### config.mk
export PLATFORM = sky130hd
export DESIGN_NAME = gshare_branch_predictor
export DESIGN_NICKNAME = d
export VERILOG_FILES = /design/src/rtl/mips_core_pkg.sv /design/src/rtl/bp_counter_table.sv /design/src/rtl/gshare_branch_predictor.sv
export SDC_FILE = /design/constraint.sdc
export NUM_CORES = 2
export LEC_CHECK = 0
export ABC_AREA = 1
export CORE_MARGIN = 2
export CORE_UTILIZATION = 46
export CTS_CLUSTER_SIZE = 16
export DETAILED_ROUTE_END_ITERATION = 10
export PLACE_DENSITY = 0.65
export SLEW_MARGIN = 15
export SYNTH_ARGS = -nofsm -noshare
export SYNTH_HDL_FRONTEND = slang
export SYNTH_SLANG_ARGS = --single-unit
### constraint.sdc
create_clock -name clk -period 79 [get_ports clk]
set_input_delay 23.7 -clock clk [delete_from_list [all_inputs] [get_ports clk]]
set_output_delay 23.7 -clock clk [all_outputs]
set_load 0.02 [all_outputs]
### src/rtl/mips_core_pkg.sv
// ============================================================================
// Module   : mips_core_pkg
// Brief    : Shared branch-prediction types, counter constants and helpers.
// Revision : 1.0
// ============================================================================
`default_nettype none

package mips_core_pkg;

    typedef enum logic {
        NOT_TAKEN = 1'b0,
        TAKEN     = 1'b1
    } branch_outcome_t;

    typedef logic [1:0] bp_ctr_t;

    localparam bp_ctr_t BP_CTR_INIT = 2'b01;

    typedef enum logic [0:0] {
        ST_CLEAR = 1'b0,
        ST_READY = 1'b1
    } bp_state_t;

    // Two-bit saturating step toward the resolved direction.
    function automatic bp_ctr_t bp_ctr_next(input bp_ctr_t ctr, input branch_outcome_t dir);
        bp_ctr_t nxt;
        nxt = ctr;
        if (dir == TAKEN) begin
            if (ctr != 2'b11) nxt = ctr + 2'b01;
        end else begin
            if (ctr != 2'b00) nxt = ctr - 2'b01;
        end
        return nxt;
    endfunction

endpackage

`default_nettype wire

### src/rtl/bp_counter_table.sv
// ============================================================================
// Module   : bp_counter_table
// Brief    : 2^INDEX_WIDTH x 2-bit counters, async read, sync sweep/update write.
// Revision : 1.0
// ============================================================================
`default_nettype none

module bp_counter_table
    import mips_core_pkg::*;
#(
    parameter int INDEX_WIDTH = 10
) (
    input  logic                   clk,
    input  logic [INDEX_WIDTH-1:0] i_rd_idx,
    output logic [1:0]             o_rd_ctr,
    input  logic                   i_clr_en,
    input  logic [INDEX_WIDTH-1:0] i_clr_idx,
    input  logic                   i_upd_en,
    input  logic [INDEX_WIDTH-1:0] i_upd_idx,
    input  logic                   i_upd_taken
);

    localparam int DEPTH = 1 << INDEX_WIDTH;

    bp_ctr_t         r_mem [0:DEPTH-1];
    bp_ctr_t         w_upd_cur;
    bp_ctr_t         w_upd_next;
    branch_outcome_t w_upd_dir;

    assign o_rd_ctr   = r_mem[i_rd_idx];
    assign w_upd_cur  = r_mem[i_upd_idx];
    assign w_upd_dir  = i_upd_taken ? TAKEN : NOT_TAKEN;
    assign w_upd_next = bp_ctr_next(w_upd_cur, w_upd_dir);

    // The sweep owns the write port; the top never raises both enables at once.
    always_ff @(posedge clk) begin
        if (i_clr_en) begin
            r_mem[i_clr_idx] <= BP_CTR_INIT;
        end else if (i_upd_en) begin
            r_mem[i_upd_idx] <= w_upd_next;
        end
    end

endmodule

`default_nettype wire

### src/rtl/gshare_branch_predictor.sv
// ============================================================================
// Module   : gshare_branch_predictor
// Brief    : Gshare predictor with speculative GHR, mispredict repair and clear sweep.
// Revision : 1.0
// ============================================================================
`default_nettype none

module gshare_branch_predictor
    import mips_core_pkg::*;
#(
    parameter int INDEX_WIDTH = 10,
    parameter int PC_WIDTH    = 32
) (
    input  logic                   clk,
    input  logic                   rst,
    input  logic                   req_valid,
    input  logic                   req_stall,
    input  logic [PC_WIDTH-1:0]    req_pc,
    output logic                   pred_taken,
    output logic [INDEX_WIDTH-1:0] pred_ghr,
    input  logic                   upd_valid,
    input  logic [PC_WIDTH-1:0]    upd_pc,
    input  logic [INDEX_WIDTH-1:0] upd_ghr,
    input  logic                   upd_taken,
    input  logic                   upd_mispredict,
    output logic                   ready,
    output logic [31:0]            num_updates,
    output logic [31:0]            num_mispredicts
);

    bp_state_t              r_state;
    bp_state_t              w_state_next;
    logic [INDEX_WIDTH-1:0] r_ptr;
    logic [INDEX_WIDTH-1:0] r_ghr;
    logic [31:0]            r_num_upd;
    logic [31:0]            r_num_misp;

    logic                   w_ready;
    logic [INDEX_WIDTH-1:0] w_rd_idx;
    logic [INDEX_WIDTH-1:0] w_upd_idx;
    logic [1:0]             w_rd_ctr;
    branch_outcome_t        w_pred_dir;
    logic                   w_clr_en;
    logic                   w_upd_en;
    logic                   w_repair;
    logic                   w_spec_shift;
    logic                   w_unused_pc_bits;

    assign w_ready   = (r_state == ST_READY);
    assign w_rd_idx  = req_pc[INDEX_WIDTH+1:2] ^ r_ghr;
    assign w_upd_idx = upd_pc[INDEX_WIDTH+1:2] ^ upd_ghr;

    // PC bits outside the index field carry no information for the hash.
    assign w_unused_pc_bits = ^{req_pc[PC_WIDTH-1:INDEX_WIDTH+2], req_pc[1:0],
                                upd_pc[PC_WIDTH-1:INDEX_WIDTH+2], upd_pc[1:0]};

    assign w_clr_en     = (r_state == ST_CLEAR) & ~rst;
    assign w_upd_en     = w_ready & upd_valid & ~rst;
    assign w_repair     = w_ready & upd_valid & upd_mispredict;
    assign w_spec_shift = w_ready & req_valid & ~req_stall;

    bp_counter_table #(
        .INDEX_WIDTH (INDEX_WIDTH)
    ) u_table (
        .clk         (clk),
        .i_rd_idx    (w_rd_idx),
        .o_rd_ctr    (w_rd_ctr),
        .i_clr_en    (w_clr_en),
        .i_clr_idx   (r_ptr),
        .i_upd_en    (w_upd_en),
        .i_upd_idx   (w_upd_idx),
        .i_upd_taken (upd_taken)
    );

    // Table contents are undefined until the sweep completes, so force NOT_TAKEN.
    assign w_pred_dir = (w_ready && w_rd_ctr[1]) ? TAKEN : NOT_TAKEN;

    always_ff @(posedge clk) begin
        if (rst) begin
            r_state <= ST_CLEAR;
        end else begin
            r_state <= w_state_next;
        end
    end

    always_comb begin
        w_state_next = r_state;
        case (r_state)
            ST_CLEAR: begin
                if (r_ptr == {INDEX_WIDTH{1'b1}}) w_state_next = ST_READY;
            end
            ST_READY: w_state_next = ST_READY;
            default:  w_state_next = ST_CLEAR;
        endcase
    end

    always_ff @(posedge clk) begin
        if (rst) begin
            r_ptr <= '0;
        end else if (r_state == ST_CLEAR) begin
            r_ptr <= r_ptr + 1'b1;
        end
    end

    // Repair outranks the speculative shift of a same-cycle request.
    always_ff @(posedge clk) begin
        if (rst) begin
            r_ghr <= '0;
        end else if (w_repair) begin
            r_ghr <= {upd_ghr[INDEX_WIDTH-2:0], upd_taken};
        end else if (w_spec_shift) begin
            r_ghr <= {r_ghr[INDEX_WIDTH-2:0], (w_pred_dir == TAKEN)};
        end
    end

    always_ff @(posedge clk) begin
        if (rst) begin
            r_num_upd  <= '0;
            r_num_misp <= '0;
        end else if (w_ready && upd_valid) begin
            r_num_upd <= r_num_upd + 32'd1;
            if (upd_mispredict) r_num_misp <= r_num_misp + 32'd1;
        end
    end

    assign pred_taken      = (w_pred_dir == TAKEN);
    assign pred_ghr        = r_ghr;
    assign ready           = w_ready;
    assign num_updates     = r_num_upd;
    assign num_mispredicts = r_num_misp;

endmodule

`default_nettype wire
# Word-level counts from Yosys, hierarchy flattened
# Memory sizes are Yosys's and may differ from the RTL's.
# Cells that the tools add are included.
dict set report word_totals {
  regBits 85
  ram_bits 2048
  inputBits 81
  out_inout_bits 76
  wordCells 47
  memories 1
}
# name words word_bits rd rd_clocked_by_memory_dff write_ports line
set memory_table {}
lappend memory_table {u_table.r_mem 1024 2 2 0 1 bp_counter_table.sv:25} ;# bp_ctr_t r_mem [0:DEPTH-1];
dict set report classes {
  n_addsub 5
  eq_ne 2
  mux 17
  n_bitwise 11
  reduce_logical 6
}
# cell count
set ops {}
lappend ops {{$add 32x1->32 const B} 2}
lappend ops {{$mux 10} 3}
lappend ops {{$xor 10x10->10} 2}
lappend ops {{$add 10x1->10 const B} 1}
lappend ops {{$eq 10x10->1 const B} 1}
lappend ops {{$mux 1} 9}
lappend ops {{$mux 2} 4}
lappend ops {{$and 1x1->1} 6}
lappend ops {{$reduce_bool 2->1} 2}
lappend ops {{$not 1->1} 3}
lappend ops {{$add 2x1->2 const B} 1}
lappend ops {{$logic_and 1x1->1} 2}
lappend ops {{$ne 2x2->1 const B} 1}
lappend ops {{$pmux 1 s2} 1}
lappend ops {{$reduce_and 2->1} 1}
lappend ops {{$reduce_or 2->1} 1}
lappend ops {{$sub 2x1->2 const B} 1}

# Depth between registers and ports, before layout
dict set report depth {
  word_depth 7
  ltp_mapped 20
  mapped_depth_nobuf 19
}

# Cells and area by module
# Synthesis repeated with hierarchy kept, for this count alone.
dict set report hier_totals {
  hier_cells 12735
  hier_area_um2 110534.8
}
# mod n_inst cells_per_inst area_each_um2 seq_area_each_um2
set modules_own_cells {}
lappend modules_own_cells {bp_counter_table 1 12070 106039.2 61499.0}
lappend modules_own_cells {gshare_branch_predictor 1 665 4495.6 1701.6}

# Worst setup path before layout
# OpenSTA, ideal clock, no wires.
dict set report synth_path {
  path_kind {input port to flip-flop}
  startpoint {input upd_pc[2]}
  endpoint {memory u_table.r_mem[0][1] in the netlist's numbering, data pin}
  setup_ps 5698
  arrival_ps 52521
  required_time_ps 73302
  setup_slack_ps 20781
  cell_stages 18
  path_buffers 3
  path_cell_list {inv_1 -> nand2_1 -> nand2_1 -> buf_4 -> buf_4 -> clkbuf_1 -> o211ai_1 -> nand3_1 -> nand3_1 -> nand3_1 -> nand3_1 -> nand3_1 -> nand3_1 -> nand3_1 -> nand3_1 -> nand2_1 -> nand2_1 -> a21oi_1}
}
dict set report synth_via {
  elab_chain_len 6
  word_cells_on_any_way 10
  classes_between {add/sub (2); eq/ne (1); mux (4); bitwise (1); reduce/logical (1); memory (1)}
}
# element line
set synth_lines {}
lappend synth_lines {{start: declaration} gshare_branch_predictor.sv:22} ;# input logic [PC_WIDTH-1:0] upd_pc,
lappend synth_lines {{$xor 10x10->10 (*)} gshare_branch_predictor.sv:51} ;# assign w_upd_idx = upd_pc[INDEX_WIDTH+1:2] ^ upd_ghr;
lappend synth_lines {{$mem_v2 1024x2 (*)} n/a}
lappend synth_lines {{$sub 2x1->2 (tied with other cells)} mips_core_pkg.sv:31} ;# if (ctr != 2'b00) nxt = ctr - 2'b01;
lappend synth_lines {{$mux 2, on equally long branches} {mips_core_pkg.sv:31, mips_core_pkg.sv:29}}
lappend synth_lines {{$mux 2 (*)} mips_core_pkg.sv:28} ;# if (dir == TAKEN) begin
lappend synth_lines {{$mux 2 (no source line) (*)} n/a}
lappend synth_lines {{end: declaration} bp_counter_table.sv:25}
# Mark *: on every way between the ends. The rest lies on a longest branch, timed or not.

# Worst setup path in the final report
dict set report layout_path {
  startpoint {input req_pc[3]}
  endpoint {output pred_taken}
}
dict set report layout_via {
  elab_chain_len 4
}
# element line
set layout_lines {}
lappend layout_lines {{start: declaration} gshare_branch_predictor.sv:18} ;# input logic [PC_WIDTH-1:0] req_pc,
lappend layout_lines {{$xor 10x10->10} gshare_branch_predictor.sv:50} ;# assign w_rd_idx = req_pc[INDEX_WIDTH+1:2] ^ r_ghr;
lappend layout_lines {{$mem_v2 1024x2} n/a}
lappend layout_lines {{$logic_and 1x1->1} gshare_branch_predictor.sv:76} ;# assign w_pred_dir = (w_ready && w_rd_ctr[1]) ? TAKEN : NOT_TAKEN;
lappend layout_lines {{$mux 1} gshare_branch_predictor.sv:76}
lappend layout_lines {{end: declaration} gshare_branch_predictor.sv:19} ;# output logic pred_taken,
# No other way between the ends.

==> summary.md <==
| Metric | Value |
|---|---|
| Utilization after layout | `0.5105` |
| Hold Vio Cnt, Final | `0` |
| Post-synth EDFFs | `2048` |
| Clock skew | `0.03683 ns` |
| Met3 routed WL | `48720 um` |
| Clk buf depth | `3` |
| Net Count, Synth | `11500` |
| Status | `completed` |
| Core area | `0.2249 sq mm` |
| Row cnt | `174` |
| CTS resizes | `0` |
| Worst skew pair latency | `0.89 ns` |
| CTS tree | `yes` |
| Die Wd | `479.9 um` |
| Distinct cells, synth | `41` |
| WL/cell | `25.16 um` |
| Post-synth top flop | `edfxtp_1` |
| Worst setup EP type | `output pin` |
| M1 WL | `128900 um` |
| Synth area leader | `edfxtp_1` |
| Vias in the first global route | `82420` |
| Critical path fanouts, max | `89` |
| Number of post-CTS setup repair buffers | `0` |
| Clk sinks | `2133` |
| Peak supply drop | `19.72 uV` |
| DR WL met2 | `157900 um` |
| PortBufs | `112` |
| RePlAce Congestion | `0.8954` |
| Final wirelength | `358300 um` |
| Post-synthesis cell area | `0.1042 sq mm` |
| Crit path DAT | `30.46 ns` |
| Fmax achieved | `0.01846 GHz` |
| Total CTS buffers | `218` |
| Sequential cell area fraction in the yosys report | `0.6066` |
| Drt first pass iters | `7` |
| Final Critical Period | `54.16 ns` |
| Synth async-reset ratio | `0` |
| Synth Instances | `11420` |
| Die area | `0.2303 sq mm` |
| Largest net degree at the start of global routing | `233` |
| Global route total overflow | `0` |
| Via count | `86290` |
| Cell Pwr Density | `22.12 mW/mm^2` |
| Reg-to-Reg Start | `pred_ghr[1]` |
| Synth-to-layout area growth | `10.20%` |
| First-pass GRT wire length | `518700 um` |
| Hold-fix buffer count after cts | `0` |
| H-tree Lvls | `4` |
| Avg Inst Size Synth | `9.125 sq um` |
| Post-detail-place hpwl | `181700 um` |
| Slew headroom | `0.09652` |
| CTS clock-pin slew for the worst setup and hold paths | `0.06 ns` |
| HP Class | `reg2reg` |
| Final setup TNS | `0 ns` |
| Routed Antenna Nets | `0` |
| Crit path from | `req_pc[3]` |
| Initial DRC count | `13660` |
| Number of max-cap violations | `0` |
| Initial antenna violation count | `8` |
| Vias per cell | `6.060` |
| Lkg Pwr | `42.32 nW` |
| CP Class | `in2out` |
| Boundary Pins | `157` |
| Syn. warnings | `0` |
| Top cells by area, synth | `edfxtp_1 (59%), nand3_1 (14%), nand2_1 (9.9%), nor2_1 (4.0%), inv_1 (3.2%)` |
| Final Slew Violations | `0` |
| Critical path launch point type | `input pin` |
| Share of layout cells above drive strength 1 | `0.07811` |
| Tot GR Track Use | `0.3029` |
| Hold path start | `num_mispredicts[26]` |
| RSZ-0062 raised after global routing | `no` |
| CP Data Required Time | `55.30 ns` |
| Chip height | `479.9 um` |
| Starting Density | `0.4633` |
| FF+latch count, synth | `2133` |
| Fin crit share | `0.6856` |
| Worst-Margin Slew | `1.355 ns` |
| Clock root cell | `clkbuf_16` |
| Synth top area share | `0.5903` |
| Nets | `11140` |
| Final setup viols | `0` |
| Detailed-route DRC error count | `0` |
| Max layer used | `met5` |
metal layers:
metal,track usage,up-vias
li1,-,37870
met3,0.07261,1309
met2,0.4690,6249
met4,0.1787,18
met1,0.3876,40850
met5,0,-
layout by cell type, fill, tap and decap left out, types with 11 or more instances in the layout:
cell type,instances
nand3_1,2925
nand2_1,2724
edfxtp_1,2048
nor2_1,1101
inv_1,895
or2_2,272
clkbuf_16,220
o211ai_1,184
buf_4,145
clkdlybuf4s50_1,111
dfxtp_1,85
a21oi_1,56
o21ai_0,47
clkinv_2,43
clkinv_1,41
nor3_1,38
clkbuf_1,36
bufinv_16,28
nand2_4,21
buf_12,20
nand3_4,15
clkinvlp_4,15
inv_2,12
xnor2_2,11
state kept, by name, indices dropped and copies added, names as in the netlist:
register	count
u_table.r_mem	2048
num_mispredicts	32
num_updates	32
pred_ghr	10
r_ptr	10
ready	1
layout make-up:
class	count	area (sq um)
Fill cell	20020	110100
Sequential cell	2133	63200
Multi-Input combinational cell	7506	34430
Clock buffer	267	5774
Tap cell	2992	3744
Inverter	913	3450
Timing Repair Buffer	279	2660
Clock inverter	142	1530
Antenna cell	8	20.02
report_power, final:
part / internal (mW) / switching (mW) / leakage (nW)
registers: 1.22 / 0.000160 / 23.5
clock network: 0.611 / 0.450 / 3.55
logic: 0.0675 / 0.191 / 15.3
metrics by stage:
| step | area [sq um] | worst slack, ns | std cells | hold slack [ns] | power, mW |
|---|---|---|---|---|---|
| floorplan | 104200 | 20.78 | 11420 | 0.4649 | 1.401 |
| global placement | 107400 | 25.09 | 13820 | 0.4520 | 1.488 |
| detailed placement | 107400 | 25.06 | 13820 | 0.4514 | 1.491 |
| CTS | 114700 | 25.03 | 14230 | 0.4598 | 2.536 |
| global route | 114800 | 24.77 | 14230 | 0.4921 | 2.602 |
| finish | 114800 | 24.84 | 14240 | 0.4637 | 2.539 |
final timing paths:
kind                         end  slack (ns)  cells after the start
max                   pred_taken       24.84                     18
min          num_mispredicts[26]        0.46                      2
max reg2reg          pred_ghr[0]       72.76                     16
min reg2reg  num_mispredicts[26]        0.46                      2
critical path, cell delays in order:
cell and delay, ns:
clkdlybuf4s50_1 0.84, xnor2_2 0.16, buf_4 0.76, buf_12 0.62
buf_4 0.80, buf_4 0.71, nand3_1 0.17, nand3_1 0.13
nand3_1 0.11, nand3_1 0.20, nand3_1 0.36, nand3_1 0.38
nand3_1 0.12, nand3_1 0.10, nand3_1 0.11, nand2_1 0.24
nor2_1 0.16, clkdlybuf4s50_1 0.57
synth_stat cells, types with 38 or more instances:
library cell  instances
nor3_1               38
o21ai_0              47
buf_2               322
or2_2               272
dfxtp_1              85
nor2_1             1103
nand3_1            2940
inv_1               900
o211ai_1            184
clkbuf_1            422
a21oi_1              58
edfxtp_1           2048
nand2_1            2750
buf_1               119
cells by family (layout without fill, tap and decap cells):
kind of cell / after synthesis / count (layout) / synth area share
adders and majority gates: 3 / 3 / 0.0003603
AOI/OAI and AO/OA: 318 / 318 / 0.02004
xor gates and xnor gates: 28 / 28 / 0.002498
other: 0 / 8 / 0
buffers and inverters: 1779 / 1601 / 0.06807
DFF: 2133 / 2133 / 0.6066
and+or+nand+nor: 7157 / 7157 / 0.3024
(Power assumes the default switching activity.)
